==> config.mk <==
export PLATFORM = sky130hd
export DESIGN_NAME = mem_read_scheduler
export DESIGN_NICKNAME = d
export VERILOG_FILES = /design/src/rtl/mem_sched_pkg.sv /design/src/rtl/rr_arbiter_onehot.sv /design/src/rtl/mem_read_scheduler.sv
export SDC_FILE = /design/constraint.sdc
export NUM_CORES = 1
export LEC_CHECK = 0
export ABC_AREA = 1
export ABC_CLOCK_PERIOD_IN_PS = 9400
export BUFFER_PORTS_ARGS = -buffer_cell sky130_fd_sc_hd__clkbuf_2
export CAP_MARGIN = 20
export CORE_MARGIN = 2
export CORE_UTILIZATION = 64
export DETAILED_ROUTE_END_ITERATION = 8
export HOLD_SLACK_MARGIN = 0.15
export PLACE_DENSITY_LB_ADDON = 0.12
export REMOVE_ABC_BUFFERS = 1
export SETUP_SLACK_MARGIN = 0.5
export SYNTH_ARGS = -nofsm -noshare
export SYNTH_HDL_FRONTEND = slang
export SYNTH_SLANG_ARGS = --single-unit
==> constraint.sdc <==
create_clock -name clk -period 9.4 [get_ports clk]
set_input_delay 0.47 -clock clk [delete_from_list [all_inputs] [get_ports clk]]
set_output_delay 0.47 -clock clk [all_outputs]
set_load 0.01 [all_outputs]
==> src/rtl/mem_sched_pkg.sv <==
// Shared types and helpers for the line-fetch read scheduler.
package mem_sched_pkg;
   localparam int ADDR_W = 30;

   typedef enum logic [2:0] {
      ST_CALIB, ST_ARB, ST_START, ST_ACK, ST_XFER, ST_DONE
   } sched_state_t;

   function automatic int unsigned rr_next(input int unsigned idx, input int unsigned n);
      return (idx + 32'd1 >= n) ? 32'd0 : idx + 32'd1;
   endfunction
endpackage

==> src/rtl/rr_arbiter_onehot.sv <==
// Round-robin picker: first requester at or after the pointer; pointer moves past the last winner.
module rr_arbiter_onehot
   import mem_sched_pkg::*;
#(
   parameter int N_REQ = 3,
   localparam int IDX_W = $clog2(N_REQ)
) (
   input  logic             clk,
   input  logic             rst,
   input  logic [N_REQ-1:0] req,
   input  logic             enable,
   input  logic [IDX_W-1:0] last_idx,
   output logic [N_REQ-1:0] grant_oh,
   output logic [IDX_W-1:0] grant_idx
);
   logic [IDX_W-1:0] ptr;
   logic             found;
   int               j;

   always_ff @(posedge clk or posedge rst) begin
      if (rst) ptr <= '0;
      else if (enable) ptr <= IDX_W'(rr_next(32'(last_idx), $unsigned(N_REQ)));
   end

   always_comb begin
      grant_oh  = '0;
      grant_idx = '0;
      found     = 1'b0;
      j         = 0;
      for (int k = 0; k < N_REQ; k++) begin
         j = (int'(ptr) + k) % N_REQ;
         if (!found && req[j]) begin
            found       = 1'b1;
            grant_oh[j] = 1'b1;
            grant_idx   = IDX_W'(j);
         end
      end
   end
endmodule

==> src/rtl/mem_read_scheduler.sv <==
// Shares one line-read dispatcher between N_REQ line-buffer clients, stepping each
// client's line address through its frame and returning a done pulse per line.
module mem_read_scheduler
   import mem_sched_pkg::*;
#(
   parameter int N_REQ           = 3,
   parameter int LINE_BYTES      = 2560,
   parameter int LINES_PER_FRAME = 480,
   parameter int LINE_BITS       = 9
) (
   input  logic                    clk,
   input  logic                    rst,
   input  logic                    mem_calib_done,
   input  logic [N_REQ-1:0]        req,
   input  logic [N_REQ-1:0]        frame_restart,
   input  logic [ADDR_W*N_REQ-1:0] base_addr,
   output logic [N_REQ-1:0]        grant,
   output logic [N_REQ-1:0]        done,
   output logic [N_REQ-1:0]        frame_done,
   output logic [LINE_BITS-1:0]    line_idx,
   output logic                    rd_start,
   output logic [ADDR_W-1:0]       rd_addr,
   input  logic                    rd_busy
);
   localparam int IDX_W = $clog2(N_REQ);
   localparam logic [LINE_BITS-1:0] LAST_LINE = LINE_BITS'(LINES_PER_FRAME - 1);
   localparam logic [ADDR_W-1:0]    LINE_INC  = ADDR_W'(LINE_BYTES);

   sched_state_t                     state;
   logic [N_REQ-1:0][ADDR_W-1:0]     base_v;
   logic [N_REQ-1:0][ADDR_W-1:0]     offset;
   logic [N_REQ-1:0][LINE_BITS-1:0]  line_cnt;
   logic [N_REQ-1:0]                 pend;
   logic [IDX_W-1:0]                 sel;
   logic [IDX_W-1:0]                 arb_idx;
   logic [N_REQ-1:0]                 arb_oh;
   logic                             xfer_end;

   assign base_v   = base_addr;
   assign xfer_end = (state == ST_XFER) && !rd_busy;

   rr_arbiter_onehot #(.N_REQ(N_REQ)) u_arb (
      .clk       (clk),
      .rst       (rst),
      .req       (req),
      .enable    (xfer_end),
      .last_idx  (sel),
      .grant_oh  (arb_oh),
      .grant_idx (arb_idx)
   );

   always_ff @(posedge clk or posedge rst) begin
      if (rst) begin
         state      <= ST_CALIB;
         grant      <= '0;
         done       <= '0;
         frame_done <= '0;
         line_idx   <= '0;
         rd_start   <= 1'b0;
         rd_addr    <= '0;
         sel        <= '0;
         offset     <= '0;
         line_cnt   <= '0;
         pend       <= '0;
      end else begin
         rd_start   <= 1'b0;
         done       <= '0;
         frame_done <= '0;
         // Idle clients restart at once; the owner defers it to line completion.
         for (int i = 0; i < N_REQ; i++) begin
            if (frame_restart[i]) begin
               if (grant[i]) pend[i] <= 1'b1;
               else begin
                  line_cnt[i] <= '0;
                  offset[i]   <= '0;
                  pend[i]     <= 1'b0;
               end
            end
         end
         case (state)
            ST_CALIB: if (mem_calib_done && !rd_busy) state <= ST_ARB;
            ST_ARB: begin
               if (!mem_calib_done) state <= ST_CALIB;
               else if (|req) begin
                  grant    <= arb_oh;
                  sel      <= arb_idx;
                  rd_addr  <= base_v[arb_idx] + offset[arb_idx];
                  line_idx <= line_cnt[arb_idx];
                  rd_start <= 1'b1;
                  state    <= ST_START;
               end
            end
            ST_START: state <= ST_ACK;
            ST_ACK:   if (rd_busy) state <= ST_XFER;
            ST_XFER: begin
               if (!rd_busy) begin
                  done[sel] <= 1'b1;
                  grant     <= '0;
                  state     <= ST_DONE;
                  if (pend[sel] || frame_restart[sel]) begin
                     line_cnt[sel] <= '0;
                     offset[sel]   <= '0;
                     pend[sel]     <= 1'b0;
                  end else if (line_cnt[sel] == LAST_LINE) begin
                     line_cnt[sel]   <= '0;
                     offset[sel]     <= '0;
                     frame_done[sel] <= 1'b1;
                  end else begin
                     line_cnt[sel] <= line_cnt[sel] + 1'b1;
                     offset[sel]   <= offset[sel] + LINE_INC;
                  end
               end
            end
            ST_DONE: state <= mem_calib_done ? ST_ARB : ST_CALIB;
            default: state <= ST_CALIB;
         endcase
      end
   end
endmodule

# [Yosys cells after proc, flatten, opt, wreduce, memory -nomap -nowiden]
# Index checks and enable logic that the tools add are counted.
[op_classes] n_addsub=6 div_mod_pow=3 magnitude_cmp=10 n_eq_ne=12 mux=95 bitwise=8 n_reduce_logical=18
[op_table] operator="$mux W90" count=4
[op_table] operator="$mux W30" count=10
[op_table] operator="$bmux W30 S2" count=3
[op_table] operator="$mux W27" count=4
[op_table] operator="$ge A32 B1 Y1 const B" count=3
[op_table] operator="$lt A32 B4 Y1 const B" count=3
[op_table] operator="$and A90 B90 Y90" count=1
[op_table] operator="$bwmux W90" count=1
[op_table] operator="$not A90 Y90" count=1
[op_table] operator="$mux W9" count=9
[op_table] operator="$mod A32 B3 Y32 const B" count=2
[op_table] operator="$demux W30 S2" count=1
[op_table] operator="$mux W3" count=20
[op_table] operator="$bmux W9 S2" count=2
[op_table] operator="$mod A3 B3 Y32 const B" count=1
[op_table] operator="$add A30 B12 Y30 const B" count=1
[op_table] operator="$add A30 B30 Y30" count=1
[op_table] operator="$and A27 B27 Y27" count=1
[op_table] operator="$bwmux W27" count=1
[op_table] operator="$not A27 Y27" count=1
[op_table] operator="$mux W1" count=24
[op_table] operator="$demux W9 S2" count=1
[op_table] operator="$pmux W3 S6" count=1
[op_table] operator="$bmux W1 S2" count=5
[op_table] operator="other kinds (26)" count=51
[word_totals] register_bits=176 input_bits=100 out_inout_bits=49 word_cells=168

# [Logic depth before layout (Yosys ltp)]
[depth] word_depth=14 mapped_depth=28 mapped_depth_nobuf=27

# [Modules after synthesis]
# A second synthesis with hierarchy kept.
[hier_totals] cells_unflattened=1739 hier_area_um2=11946.5
[by_module_without_submodules] mod="mem_read_scheduler" instances=1 cells_each=1669 area_per_inst_um2=11553.6 seq_area_each_um2=4354.2
[by_module_without_submodules] mod="rr_arbiter_onehot" instances=1 cells_each=70 area_per_inst_um2=392.9 seq_area_each_um2=50.0

# [Least setup slack after synthesis]
# Ideal clock, no wire load.
[synth_timing] kind="reg2reg" from="register u_arb.ptr[0]" to="register rd_addr[17]" setup_time_ns=0.118 t_arrival_ns=3.481 required_time_ns=9.282 path_slack_ns=5.801 stages_incl_launch_ff=26 path_buffers=1 synth_period_minus_slack_ns=3.599 cell_sequence="dfrtp_1 -> inv_1 -> ha_1 -> inv_1 -> nand2_1 -> nand3_1 -> nand2_1 -> and3_1 -> nand2_1 -> nand2_2 -> inv_1 -> buf_2 -> o21ai_0 -> o21ai_0 -> ha_1 -> nand2_1 -> nand2_1 -> nand3b_1 -> nand2_1 -> nand2_1 -> nand3_1 -> nand2_1 -> nand3_1 -> or2_2 -> nand3_1 -> nand2_1"
[synth_between] elab_chain_len=14 word_cells_on_any_way=28 cone_classes="add/sub: 3; div: 3; mux: 18; reduce/logical: 4"
[synth_lines] item="start, declared" line="rr_arbiter_onehot.sv:16" text="logic [IDX_W-1:0] ptr;"
[synth_lines] item="start signal, assigned" line="rr_arbiter_onehot.sv:22" text="else if (enable) ptr <= IDX_W'(rr_next(32'(last_idx), $unsigned(N_REQ)));"
[synth_lines] item="parallel branches: the longest is 10 deep, another holds $mod A32 B3 Y32"
[synth_lines] item="$mux W2 *" line="rr_arbiter_onehot.sv:32" text="if (!found && req[j]) begin"
[synth_lines] item="$bmux W30 S2" line="mem_read_scheduler.sv:87" text="rd_addr <= base_v[arb_idx] + offset[arb_idx];"
[synth_lines] item="$mux W30 (implied by the code)" line="mem_read_scheduler.sv:87"
[synth_lines] item="$add A30 B30 Y30 *" line="mem_read_scheduler.sv:87"
[synth_lines] item="end signal, assigned" line="mem_read_scheduler.sv:87"
[synth_lines] item="end, declared" line="mem_read_scheduler.sv:22" text="output logic [ADDR_W-1:0] rd_addr,"
# Mark *: on every way between the ends. The select of a mux whose other input is x is not followed.
# A chain may end at the register's enable or synchronous reset.

# [Worst setup path in the final report]
[layout_timing] from="register u_arb.ptr[0]" to="register rd_addr[24]"
# The elaborated chain is that of the path after synthesis.

==> results_dict.tcl <==
set metrics [dict create \
    p_per_area_mw_per_mm2 413 \
    finClkSkew_ps 11.9 \
    path_clk_slew_ps 70 \
    worstMarginPinSlew_ps 962 \
    min_period_ps 5120 \
    syn_to_final_growth_pct 11.9 \
    met1_usage_pct 52.1 \
    use_met2_pct 63.5 \
    diodes 0 \
    final_cell_mix "nand2_1 (430), nand3_1 (223), o21ai_0 (197)" \
    cts_resized 0 \
    hold_buffers 0 \
    h-tree-depth 4 \
    yosys_warnings 0 \
    drtIter0Drc 1473 \
    fin_cells 2067 \
    drive_above_1_share_pct 13.3 \
    final-hold-violation-count 0 \
    grt_max_degree 79 \
    hp-class "in2async" \
    port_buffers 148 \
    synth_top_family_by_area "simple AND/OR/NAND/NOR gates" \
    endpoint_kind "register" \
    start_kind "register" \
    dp_cells 2034 \
    core_sq_mm 0.0181 \
    final_nets 1961 \
    maxSlewViolCount 0 \
    netlist_instances 1722 \
    status "completed" \
    reg2reg_from "u_arb.ptr[0]$_DFFE_PP0P_" \
    syn_area_per_cell_sq_um 6.92 \
    synthDistinctLibCells 46 \
    vias 13000 \
    max_cap_viol_count 0 \
    grt_antenna_before_repair 0 \
    final_common_cell "nand2_1" \
    die_width_um 140 \
    fmax_mhz 195 \
    grt_busiest_layer "met2" \
    die_h_um 140 \
    die_area_sq_mm 0.0197 \
    cp.required_ps 9790 \
    grt_use_met3_pct 8.65 \
    root_buffer "clkbuf_16" \
    dp_slack_ps 4430 \
    rows 49 \
    crit_fanout 47 \
    seq_area_sq_mm 0.00440 \
    yosysTopAreaCellShare_pct 37.0 \
    worstReg2RegEnd "rd_addr[24]$_DFFE_PP0P_" \
    p_leak_nw 6.56 \
    ff2ff_path_depth 24 \
    synth_xor_area_share_pct 2.06 \
    synth_compound_area_share_pct 17.0 \
    worst_slack_ps 4280 \
    dp_hpwl_um 26300 \
    fin_crit_sh_pct 54.5 \
    ant_nets 0 \
    cts_setup_buffers 0 \
    worstPathArrival_ps 5510 \
    fin_tns_setup_ps 0 \
    yosysTopAreaCell "dfrtp_1" \
    finalSetupViolations 0 \
    muxShareOfSynthArea_pct 0 \
    initial_core_util_pct 65.9 \
    cts_max_path_buffers 2 \
    grt_pass1_wl_um 62800 \
    synth_area_leaders "dfrtp_1 (37%), nand2_1 (14%), nand3_1 (9.4%), o21ai_0 (8.3%), nor2_1 (5.2%)" \
    cts_buffers 17 \
    criticalPathCategory "reg2reg" \
    globalplace.congestion 0.972 \
    fillers 1518 \
    peakVddDrop_v 0.000356 \
    ys_seq_area_share_pct 37.0 \
    synth_seq_cells 176 \
    multiInputGateArea_sq_mm 0.00656 \
    firstDrtPassIters 8 \
    boundaryPins 149 \
    syn_area_sq_mm 0.0119 \
    cts_tree "built" \
    synth-simple-area-share_pct 32.0 \
    cts_num_sinks 176 \
    wire_per_inst_um 18.9 \
    grt_pass1_vias 12700 \
    r2r_slack_ps 4280 \
    routed_wl_um 39100 \
    slew_headroom_pct 35.7 \
    synth_fa_ha_area_share_pct 3.84 \
    track_usage_pct 40.0 \
    clock_latency_ps 440 \
    vias_per_cell 6.29 \
    rsz0062_at_grt "no" \
    grt_remaining_overflow 0 \
    drc 0 \
]
[power breakdown]
part           switching, mW  total (mW)  internal [mW]
Sequential            0.0802       0.949          0.868
Clock                  0.329       0.732          0.403
Combinational           2.70        3.83           1.13
[critical path, stage by stage (launching register included)]
cell	delay, ps
dfrtp_1	380
inv_1	90
ha_1	360
inv_1	190
nand2_1	80
nand3_1	70
nand2_1	80
nand2_1	150
nand2_1	70
nand2_1	100
nand2_1	60
buf_4	280
inv_2	500
buf_4	520
nor2_1	80
o21ai_0	270
ha_1	330
a21oi_1	230
a21boi_0	470
o21ai_0	260
nand2_1	160
nand3_1	90
nand2_1	80
nand3_1	70
nand2_1	80
[through the flow]
stage	util [%]	hold WS, ps	power [mW]	cell area [sq um]
3_3_place_gp	70.3	458	4.63	12700
6_report	73.7	139	5.51	13300
5_1_grt	73.7	211	5.96	13300
4_1_cts	73.6	167	5.39	13300
3_5_place_dp	70.3	467	4.66	12700
2_1_floorplan	-	476	3.51	11600
[area by class of cell]
class / count / share of cell area (%)
repair buffers: 163 / 6.49
multi-input cells: 1302 / 49.2
inverters: 165 / 4.70
clock inverters: 14 / 1.17
well taps: 229 / 2.15
flip-flops and latches: 176 / 33.0
clock buffers: 18 / 3.29
[kinds of logic after synthesis]
kind of cell,after synthesis
compound gates,348
fa+ha+maj,36
simple gates,890
xor+xnor,28
flops,176
buf+inv,244
[sequential cells by signal (all words and copies together), names as in the netlist]
name and cells:
state 3, frame_done 3, line_idx 9, pend 3
u_arb.ptr 2, line_cnt 27, rd_addr 30, sel 2
rd_start 1, offset 90, done 3, grant 3
[cell usage after synthesis, drive strengths merged]
cell type,n
nand2,439
nand3,223
o21ai,208
dfrtp,176
nor2,172
inv,160
a21oi,55
clkbuf,53
ha,35
buf,26
o32ai,26
nand4,24
o211ai,22
xor2,18
nor3,16
a31oi,10
xnor2,10
nand3b,8
o22ai,6
clkinv,5
a22oi,4
o31ai,4
or2,4
a21boi,3
o21bai,3
a211oi,2
a21o,2
and2,2
o21a,2
and3,1
fa,1
nor4,1
o311ai,1
[per-layer routing]
metal,wire length [um],part of all wire [%]
met5,0,0
met2,17700,45
met4,1860,4.8
met3,4470,11
met1,15100,39
[worst max path at each step]
stage | end | slack (ps) | depth (start not counted) | from
global route | rd_addr[28]$_DFFE_PP0P_ | 3820 | 25 | u_arb.ptr[0]$_DFFE_PP0P_
floorplan | done[0]$_DFF_PP0_ | 4160 | 1 | rst
CTS | rd_addr[17]$_DFFE_PP0P_ | 4380 | 25 | u_arb.ptr[0]$_DFFE_PP0P_
global placement | rd_addr[24]$_DFFE_PP0P_ | 4520 | 23 | u_arb.ptr[0]$_DFFE_PP0P_
finish | rd_addr[24]$_DFFE_PP0P_ | 4280 | 24 | u_arb.ptr[0]$_DFFE_PP0P_
detailed placement | rd_addr[28]$_DFFE_PP0P_ | 4430 | 25 | u_arb.ptr[0]$_DFFE_PP0P_
Power figures use the tool's default switching activity.
